==> config.mk <==
export PLATFORM = sky130hd
export DESIGN_NAME = blink_multi
export DESIGN_NICKNAME = d
export VERILOG_FILES = /design/src/rtl/blink_multi.sv
export SDC_FILE = /design/constraint.sdc
export NUM_CORES = 1
export LEC_CHECK = 0
export CAP_MARGIN = 20
export CORE_ASPECT_RATIO = 1.75
export CORE_MARGIN = 8
export CORE_UTILIZATION = 65
export DETAILED_ROUTE_END_ITERATION = 10
export GPL_ROUTABILITY_DRIVEN = 0
export GPL_TIMING_DRIVEN = 1
export PLACE_DENSITY = 0.88
export SYNTH_ARGS = -nofsm -noshare
export SYNTH_HDL_FRONTEND = slang
export SYNTH_SLANG_ARGS = --single-unit
==> constraint.sdc <==
create_clock -name clk -period 5.3 [get_ports clk]
set_input_delay 1.325 -clock clk [delete_from_list [all_inputs] [get_ports clk]]
set_output_delay 1.325 -clock clk [all_outputs]
set_load 0.005 [all_outputs]
==> src/rtl/blink_multi.sv <==
// ---------------------------------------------------------------------------
// blink_multi -- multi-channel LED blinker with one shared prescaler.
//
// A free-running CBITS-wide prescaler produces a tick once every 2^CBITS
// cycles. Each of NCH channels has its own mode, half-period divider and
// burst length. A channel is loaded through a single-cycle config write port.
//
// Ports:
//   clk       in   clock, all logic on posedge
//   rst       in   asynchronous active-high reset
//   cfg_we    in   config write strobe (one cycle)
//   cfg_ch    in   target channel; values >= NCH are ignored
//   cfg_mode  in   0=OFF 1=ON 2=BLINK 3=BURST
//   cfg_div   in   half-period in ticks, minus 1
//   cfg_cnt   in   burst on-pulses, minus 1
//   led       out  registered LED drive, one bit per channel
//   busy      out  channel is inside an active BURST
//   flg       out  registered prescaler-wrap pulse
//
// Optional: define BLINK_MULTI_SVA_EN to add concurrent liveness/safety
// properties. No logic changes when it is defined.
// ---------------------------------------------------------------------------
module blink_multi #(
   parameter int NCH   = 4,
   parameter int CBITS = 20,
   parameter int DIVW  = 4,
   parameter int PW    = 3,
   parameter int CHW   = (NCH > 1) ? $clog2(NCH) : 1
) (
   input  logic            clk,
   input  logic            rst,
   input  logic            cfg_we,
   input  logic [CHW-1:0]  cfg_ch,
   input  logic [1:0]      cfg_mode,
   input  logic [DIVW-1:0] cfg_div,
   input  logic [PW-1:0]   cfg_cnt,
   output logic [NCH-1:0]  led,
   output logic [NCH-1:0]  busy,
   output logic            flg
);

   typedef enum logic [1:0] {M_OFF = 2'd0, M_ON = 2'd1, M_BLINK = 2'd2, M_BURST = 2'd3} mode_t;

   logic [CBITS-1:0] r_pre;
   logic             r_flg;
   logic             w_tick;

   // Tick is taken from the current prescaler value, so the first tick
   // lands in the first cycle after reset release.
   assign w_tick = (r_pre == '0);
   assign flg    = r_flg;

   always_ff @(posedge clk or posedge rst) begin
      if (rst) begin
         r_pre <= '0;
         r_flg <= 1'b0;
      end else begin
         r_pre <= r_pre + 1'b1;
         r_flg <= w_tick;
      end
   end

   for (genvar i = 0; i < NCH; i++) begin : g_ch
      mode_t           r_mode;
      logic [DIVW-1:0] r_div;
      logic [DIVW-1:0] r_dcnt;
      logic            r_phase;
      logic [PW:0]     r_rem;
      logic            r_led;
      logic            r_busy;
      logic            w_wr;
      logic            w_run;
      logic [PW:0]     w_rem_dec;

      // Out-of-range channel numbers never match any instance.
      assign w_wr      = cfg_we && (cfg_ch == CHW'(i));
      assign w_run     = (r_mode == M_BLINK) || (r_mode == M_BURST && r_busy);
      assign w_rem_dec = r_rem - 1'b1;

      assign led[i]  = r_led;
      assign busy[i] = r_busy;

      always_ff @(posedge clk or posedge rst) begin
         if (rst) begin
            r_mode  <= M_OFF;
            r_div   <= '0;
            r_dcnt  <= '0;
            r_phase <= 1'b0;
            r_rem   <= '0;
            r_led   <= 1'b0;
            r_busy  <= 1'b0;
         end else begin
            // LED reflects the state before this edge, hence one cycle behind.
            r_led <= (r_mode == M_ON) ||
                     (r_mode == M_BLINK && r_phase) ||
                     (r_mode == M_BURST && r_busy && r_phase);
            if (w_wr) begin
               // A write overrides a coincident tick on this channel only.
               r_mode  <= mode_t'(cfg_mode);
               r_div   <= cfg_div;
               r_dcnt  <= '0;
               r_phase <= 1'b0;
               r_rem   <= (PW+1)'(cfg_cnt) + 1'b1;
               r_busy  <= (cfg_mode == 2'd3);
            end else if (w_tick && w_run) begin
               if (r_dcnt == r_div) begin
                  r_dcnt  <= '0;
                  r_phase <= ~r_phase;
                  // Falling phase in BURST ends one on-pulse; the last one
                  // drops busy, which freezes the divider with phase at 0.
                  if (r_mode == M_BURST && r_phase) begin
                     r_rem <= w_rem_dec;
                     if (w_rem_dec == '0)
                        r_busy <= 1'b0;
                  end
               end else begin
                  r_dcnt <= r_dcnt + 1'b1;
               end
            end
         end
      end

`ifdef BLINK_MULTI_SVA_EN
      // Steady BLINK without a rewrite must keep lighting the LED.
      a_blink_live: assert property (@(posedge clk) disable iff (rst)
         (r_mode == M_BLINK) |-> s_eventually (r_led || w_wr));
      // A burst always finishes unless the channel is rewritten.
      a_busy_live: assert property (@(posedge clk) disable iff (rst)
         r_busy |-> s_eventually (!r_busy || w_wr));
      // LED is registered, so it follows the mode of the previous cycle.
      a_led_safe: assert property (@(posedge clk) disable iff (rst)
         r_led |-> ($past(r_mode) != M_OFF));
`endif
   end

`ifdef BLINK_MULTI_SVA_EN
   a_flg_live: assert property (@(posedge clk) disable iff (rst)
      1'b1 |-> s_eventually r_flg);
`endif

endmodule
# --- Word-level counts from Yosys, hierarchy flattened ---
# Cells that the tools add are included.
classes:
  shifts: 0
  mul: 0
  bitwise_logic: 4
  n_lt_le_gt_ge: 0
  n_reduce_logical: 70
  n_mux: 60
  n_addsub: 10
  eq_ne: 20
  n_div: 0
ops:
  columns: ["cell", "n"]
  rows:
  - ["$mux 4", 28]
  - ["$mux 1", 32]
  - ["$reduce_bool 2->1", 16]
  - ["$logic_and 1x1->1", 24]
  - ["$eq 2x2->1 const B", 11]
  - ["$add 20x1->20 const B", 1]
  - ["$logic_not 20->1", 1]
  - ["$add 4x1->4 const B", 4]
  - ["$eq 4x4->1", 4]
  - ["$logic_not 4->1", 4]
  - ["$reduce_and 4->1", 4]
  - ["$sub 4x1->4 const B", 4]
  - ["$logic_or 1x1->1", 12]
  - ["$reduce_and 3->1", 4]
  - ["$eq 2x1->1 const B", 5]
  - ["$reduce_and 2->1", 4]
  - ["$add 3x1->4 const B", 1]
  - ["$not 1->1", 4]
  - ["$logic_not 2->1", 1]
word_totals:
  input_bits: 14
  out_inout_bits: 9
  mem_count: 0
  elab_cells: 194
  latch_bits: 0
  regBits: 89
  romBits: 0
  ram_bits: 0

# --- Longest topological paths before layout ---
logic_depth:
  ltp_word: 7
  ltp_mapped: 8
  ltp_nobuf: 7

# --- Worst setup path after synthesis ---
# OpenSTA, ideal clock, no wires.
synth_path:
  path_kind: "input port to flip-flop"
  from: "in cfg_ch[1]"
  to: "reg g_ch[0].r_rem[1]"
  t_required_ns: 5.175
  path_slack_ns: 2.910
  arrival_time_ns: 2.266
  cell_stages: 3
  n_path_buf: 1
  setup_ns: 0.125
  cell_sequence: "or3b_2 clkbuf_1 mux2_2"
synth_between:
  elab_chain_len: 4
  elab_cells_between_ends: 7
  cone_classes: "mux (1); reduce/logical (6)"
synth_rtl:
  columns: ["element", "line_no", "text"]
  rows:
  - ["from (decl)", "33", "input logic [CHW-1:0] cfg_ch,"]
  - ["$logic_not 2->1 (*)", "76", "assign w_wr = cfg_we && (cfg_ch == CHW'(i));"]
  - ["$logic_and 1x1->1 (*)", "76", null]
  - ["$reduce_bool 2->1 (no source line)", null, null]
  - ["$reduce_and 3->1 (no source line)", null, null]
  - ["to (signal assigned)", "103", "r_rem <= (PW+1)'(cfg_cnt) + 1'b1;"]
  - ["to (signal assigned)", "112", "r_rem <= w_rem_dec;"]
  - ["to (decl)", "68", "logic [PW:0] r_rem;"]
# Every way passes the cells marked *; elsewhere a longest branch is shown, timed or not.
# A chain may end at the register's enable or synchronous reset.

# --- Worst setup path after layout ---
layout_path:
  from: "reg g_ch[3].r_busy"
  to: "out busy[3]"
layout_rtl:
  columns: ["element", "line_no", "text"]
  rows:
  - ["from (decl)", "70", "logic r_busy;"]
  - ["from (signal assigned)", "104", "r_busy <= (cfg_mode == 2'd3);"]
  - ["to (decl)", "38", "output logic [NCH-1:0] busy,"]
# No word-level cell between the ends.

==> metrics.yaml <==
drt:
  via_count: 3816
  drc: 0
  drt_first_pass_iters: 5
  routed_via_density: 6.360
  routed_wl_microns: 11740
  ant_nets: 0
  post_drt_wl_per_cell_microns: 19.56
  drt_iter0_markers: 275
worst_setup_path:
  path_delay_family: "buffers and inverters"
  crit_fanout: 6
  crit_buf_inv: 1
  start_kind: "flip-flop"
  critical_path_class: "flip-flop to primary output"
  critical_path_arrival_ns: 1.40
  end_kind: "primary output"
  reg2reg_from: "r_pre[0]$_DFF_PP0_"
  crit_path_start: "g_ch[3].r_busy$_DFFE_PP0P_"
  slowest_stage: "clkdlybuf4s50_1"
  crit_required_ns: 3.97
  crit_path_cell_trace: "clkdlybuf4s50_1"
  cpPeakStageDelay_ns: 0.56
clock_tree:
  cts-buffers-inserted: 9
  root_buffer: "clkbuf_16"
  cts.path.max_buffers: 2
  htree_levels: 3
  cts_resized: 0
  cts_setup_buffers: 0
  clock_latency_ns: 0.35
  path_clk_slew_ns: 0.07
  clock-sinks: 89
  cts_tree: "done"
  ctsHoldBuffers: 0
synthesis:
  yosysSeqAreaShare_pct: 46.56
  yosysUniqueCellTypes: 43
  yosys_register_bits: 89
  synth_edf_count: 0
  synth.net_count: 522
  synthesis.area_sq_um: 4783
  synth_top_area_share_pct: 46.56
  ys.flop_type: "dfrtp_1"
  synth_warnings: 0
  synth-async-reset-ratio_pct: 100.0
  syn_avg_cell_area_sq_um: 9.703
  synth_most_common_cell: "nand2_1"
  synth_common_cells: "nand2_1, dfrtp_1, xnor2_1, nand3_1, nor2_1"
  synth_area_leader_cell: "dfrtp_1"
  synthTopCellsByArea: "dfrtp_1, xnor2_1, nand2_1"
  synthCells: 493
place:
  port_buffers: 22
  dp_hpwl_microns: 7950
power:
  vdd_ir_drop_max_v: 0.0002439
  p_per_area_nw_per_um2: 322.3
  total_power_w: 0.001724
  p_leak_nw: 2.333
job:
  max_cap_viol_count: 0
timing:
  tightestPinTransition_ns: 0.8851
  fin_crit_ns: 2.723
  fmax_mhz: 367.3
  rsz0062_at_grt: "no"
  hold_viol_final: 0
  clock-skew-final_ns: 0.01088
  setup_viol: 0
  drv_slew: 0
  final.setup.tns_ns: 0
  slew_headroom_pct: 40.77
  period_share_pct: 51.37
global_route:
  busiest_layer: "met2"
  use_met3_pct: 4.022
  grt_pass1_vias: 3971
  grt.overflow.total: 0
  grt_pass1_wl_microns: 19180
  met2_usage_pct: 41.56
  grt_max_degree: 63
  grt_usage_pct: 23.95
  antenna_found_initial: 0
  grtUsageMet1_pct: 24.53
finish:
  final_nets: 538
  drive_gt1_share_pct: 8.560
  nFillCells: 481
  area_delta_synth_final_pct: 11.82
  diodes: 0
floorplanning:
  num_io_pins: 23
  die_h_microns: 129.5
  die-area_sq_um: 10470
  initial_utilization_pct: 66.60
  num_rows: 41
  core_region_area_sq_um: 7182
  die_w_microns: 80.85
min_path:
  hold_path.class: "flip-flop to flip-flop"
  worstHoldStart: "g_ch[3].r_div[0]$_DFFE_PP0N_"
status:
  status: "finished clean"
cells in the final DEF (no fill, tap or decap), types with 2 or more instances in the layout:
master	count
xor2_1	8
dfrtp_1	89
nor2b_1	4
buf_4	2
clkinv_2	2
mux2i_1	6
nor4b_4	2
and2_1	5
nand4b_1	4
clkbuf_16	9
nor4_1	10
o21ai_0	21
nand4_1	19
and4_1	5
nor4_4	5
inv_1	17
nor2_1	22
or2_2	2
a31o_2	5
mux2_2	3
nand3_1	26
clkdlybuf4s50_1	22
nand2b_1	4
nand3b_1	4
ha_1	15
or3_1	6
a21oi_1	18
clkbuf_8	2
and3_1	7
nor3_1	6
nand2_1	97
xnor2_1	49
nor4_2	2
cell families after synthesis:
logic type	after synthesis	synth area share, %
compound gates	47	5.441
xor+xnor	57	10.44
fa+ha+maj	15	3.924
buf+inv	38	3.793
flops	89	46.56
mux	10	2.276
simple gates	237	27.57
path summary, 6_finish.rpt:
| path | to | slack, ns | cells past startpoint |
|---|---|---|---|
| min reg2reg | g_ch[3].r_div[0]$_DFFE_PP0N_ | 0.50 | 2 |
| min | g_ch[3].r_div[0]$_DFFE_PP0N_ | 0.50 | 2 |
| max | busy[3] | 2.58 | 1 |
| min in group asynchronous | g_ch[0].r_mode[1]$_DFFE_PP0N_ | 1.19 | 2 |
| max reg2reg | g_ch[3].r_rem[0]$_DFFE_PP0P_ | 2.71 | 7 |
| max in group asynchronous | g_ch[3].r_dcnt[2]$_DFFE_PP0P_ | 3.18 | 4 |
tightest hold or removal path, stage by stage (launching register included):
cell and delay (ns):
dfrtp_1 0.36, nand2_1 0.05, nand2_1 0.05
flip-flops by register name, indices dropped and copies added (netlist names):
signal        flops
g_ch.r_busy       4
g_ch.r_mode       8
g_ch.r_phase      4
g_ch.r_div       16
flg               1
r_pre            20
g_ch.r_rem       16
g_ch.r_led        4
g_ch.r_dcnt      16
power breakdown:
part	internal, W	leakage [nW]	total [W]	switching [W]
sequential	0.000742	1.16	0.000798	0.0000560
clock	0.000391	0.149	0.000657	0.000266
combinational	0.000123	1.03	0.000269	0.000146
metal layers:
metal  vias up  share of wire, %
met5         -                 0
met4         0               6.6
met1      1897                36
met3        51               4.9
met2       140                53
li1       1728                 -
stage by stage:
stage	instances	utilization (%)	worst slack, ns	hold WS [ns]	instance area [sq um]
finish	600	74.48	2.577	0.5025	5349
global route	600	74.48	2.518	0.5334	5349
CTS	599	74.09	2.582	0.5063	5321
detailed placement	583	69.81	2.220	0.4874	5014
global placement	583	69.81	2.362	0.4815	5014
floorplan	493	-	1.668	0.4665	4783
final cells by class:
class,count,area (sq um),area share [%]
sequential,89,2227,41.64
inverter,18,68.82,1.287
multi-input combinational,366,2375,44.40
clock inverter,4,51.30,0.9591
clock buffer,12,256.5,4.795
timing repair buffer,25,262.8,4.912
tap,86,107.6,2.012
Note: power is estimated with default switching activity, not from simulation.
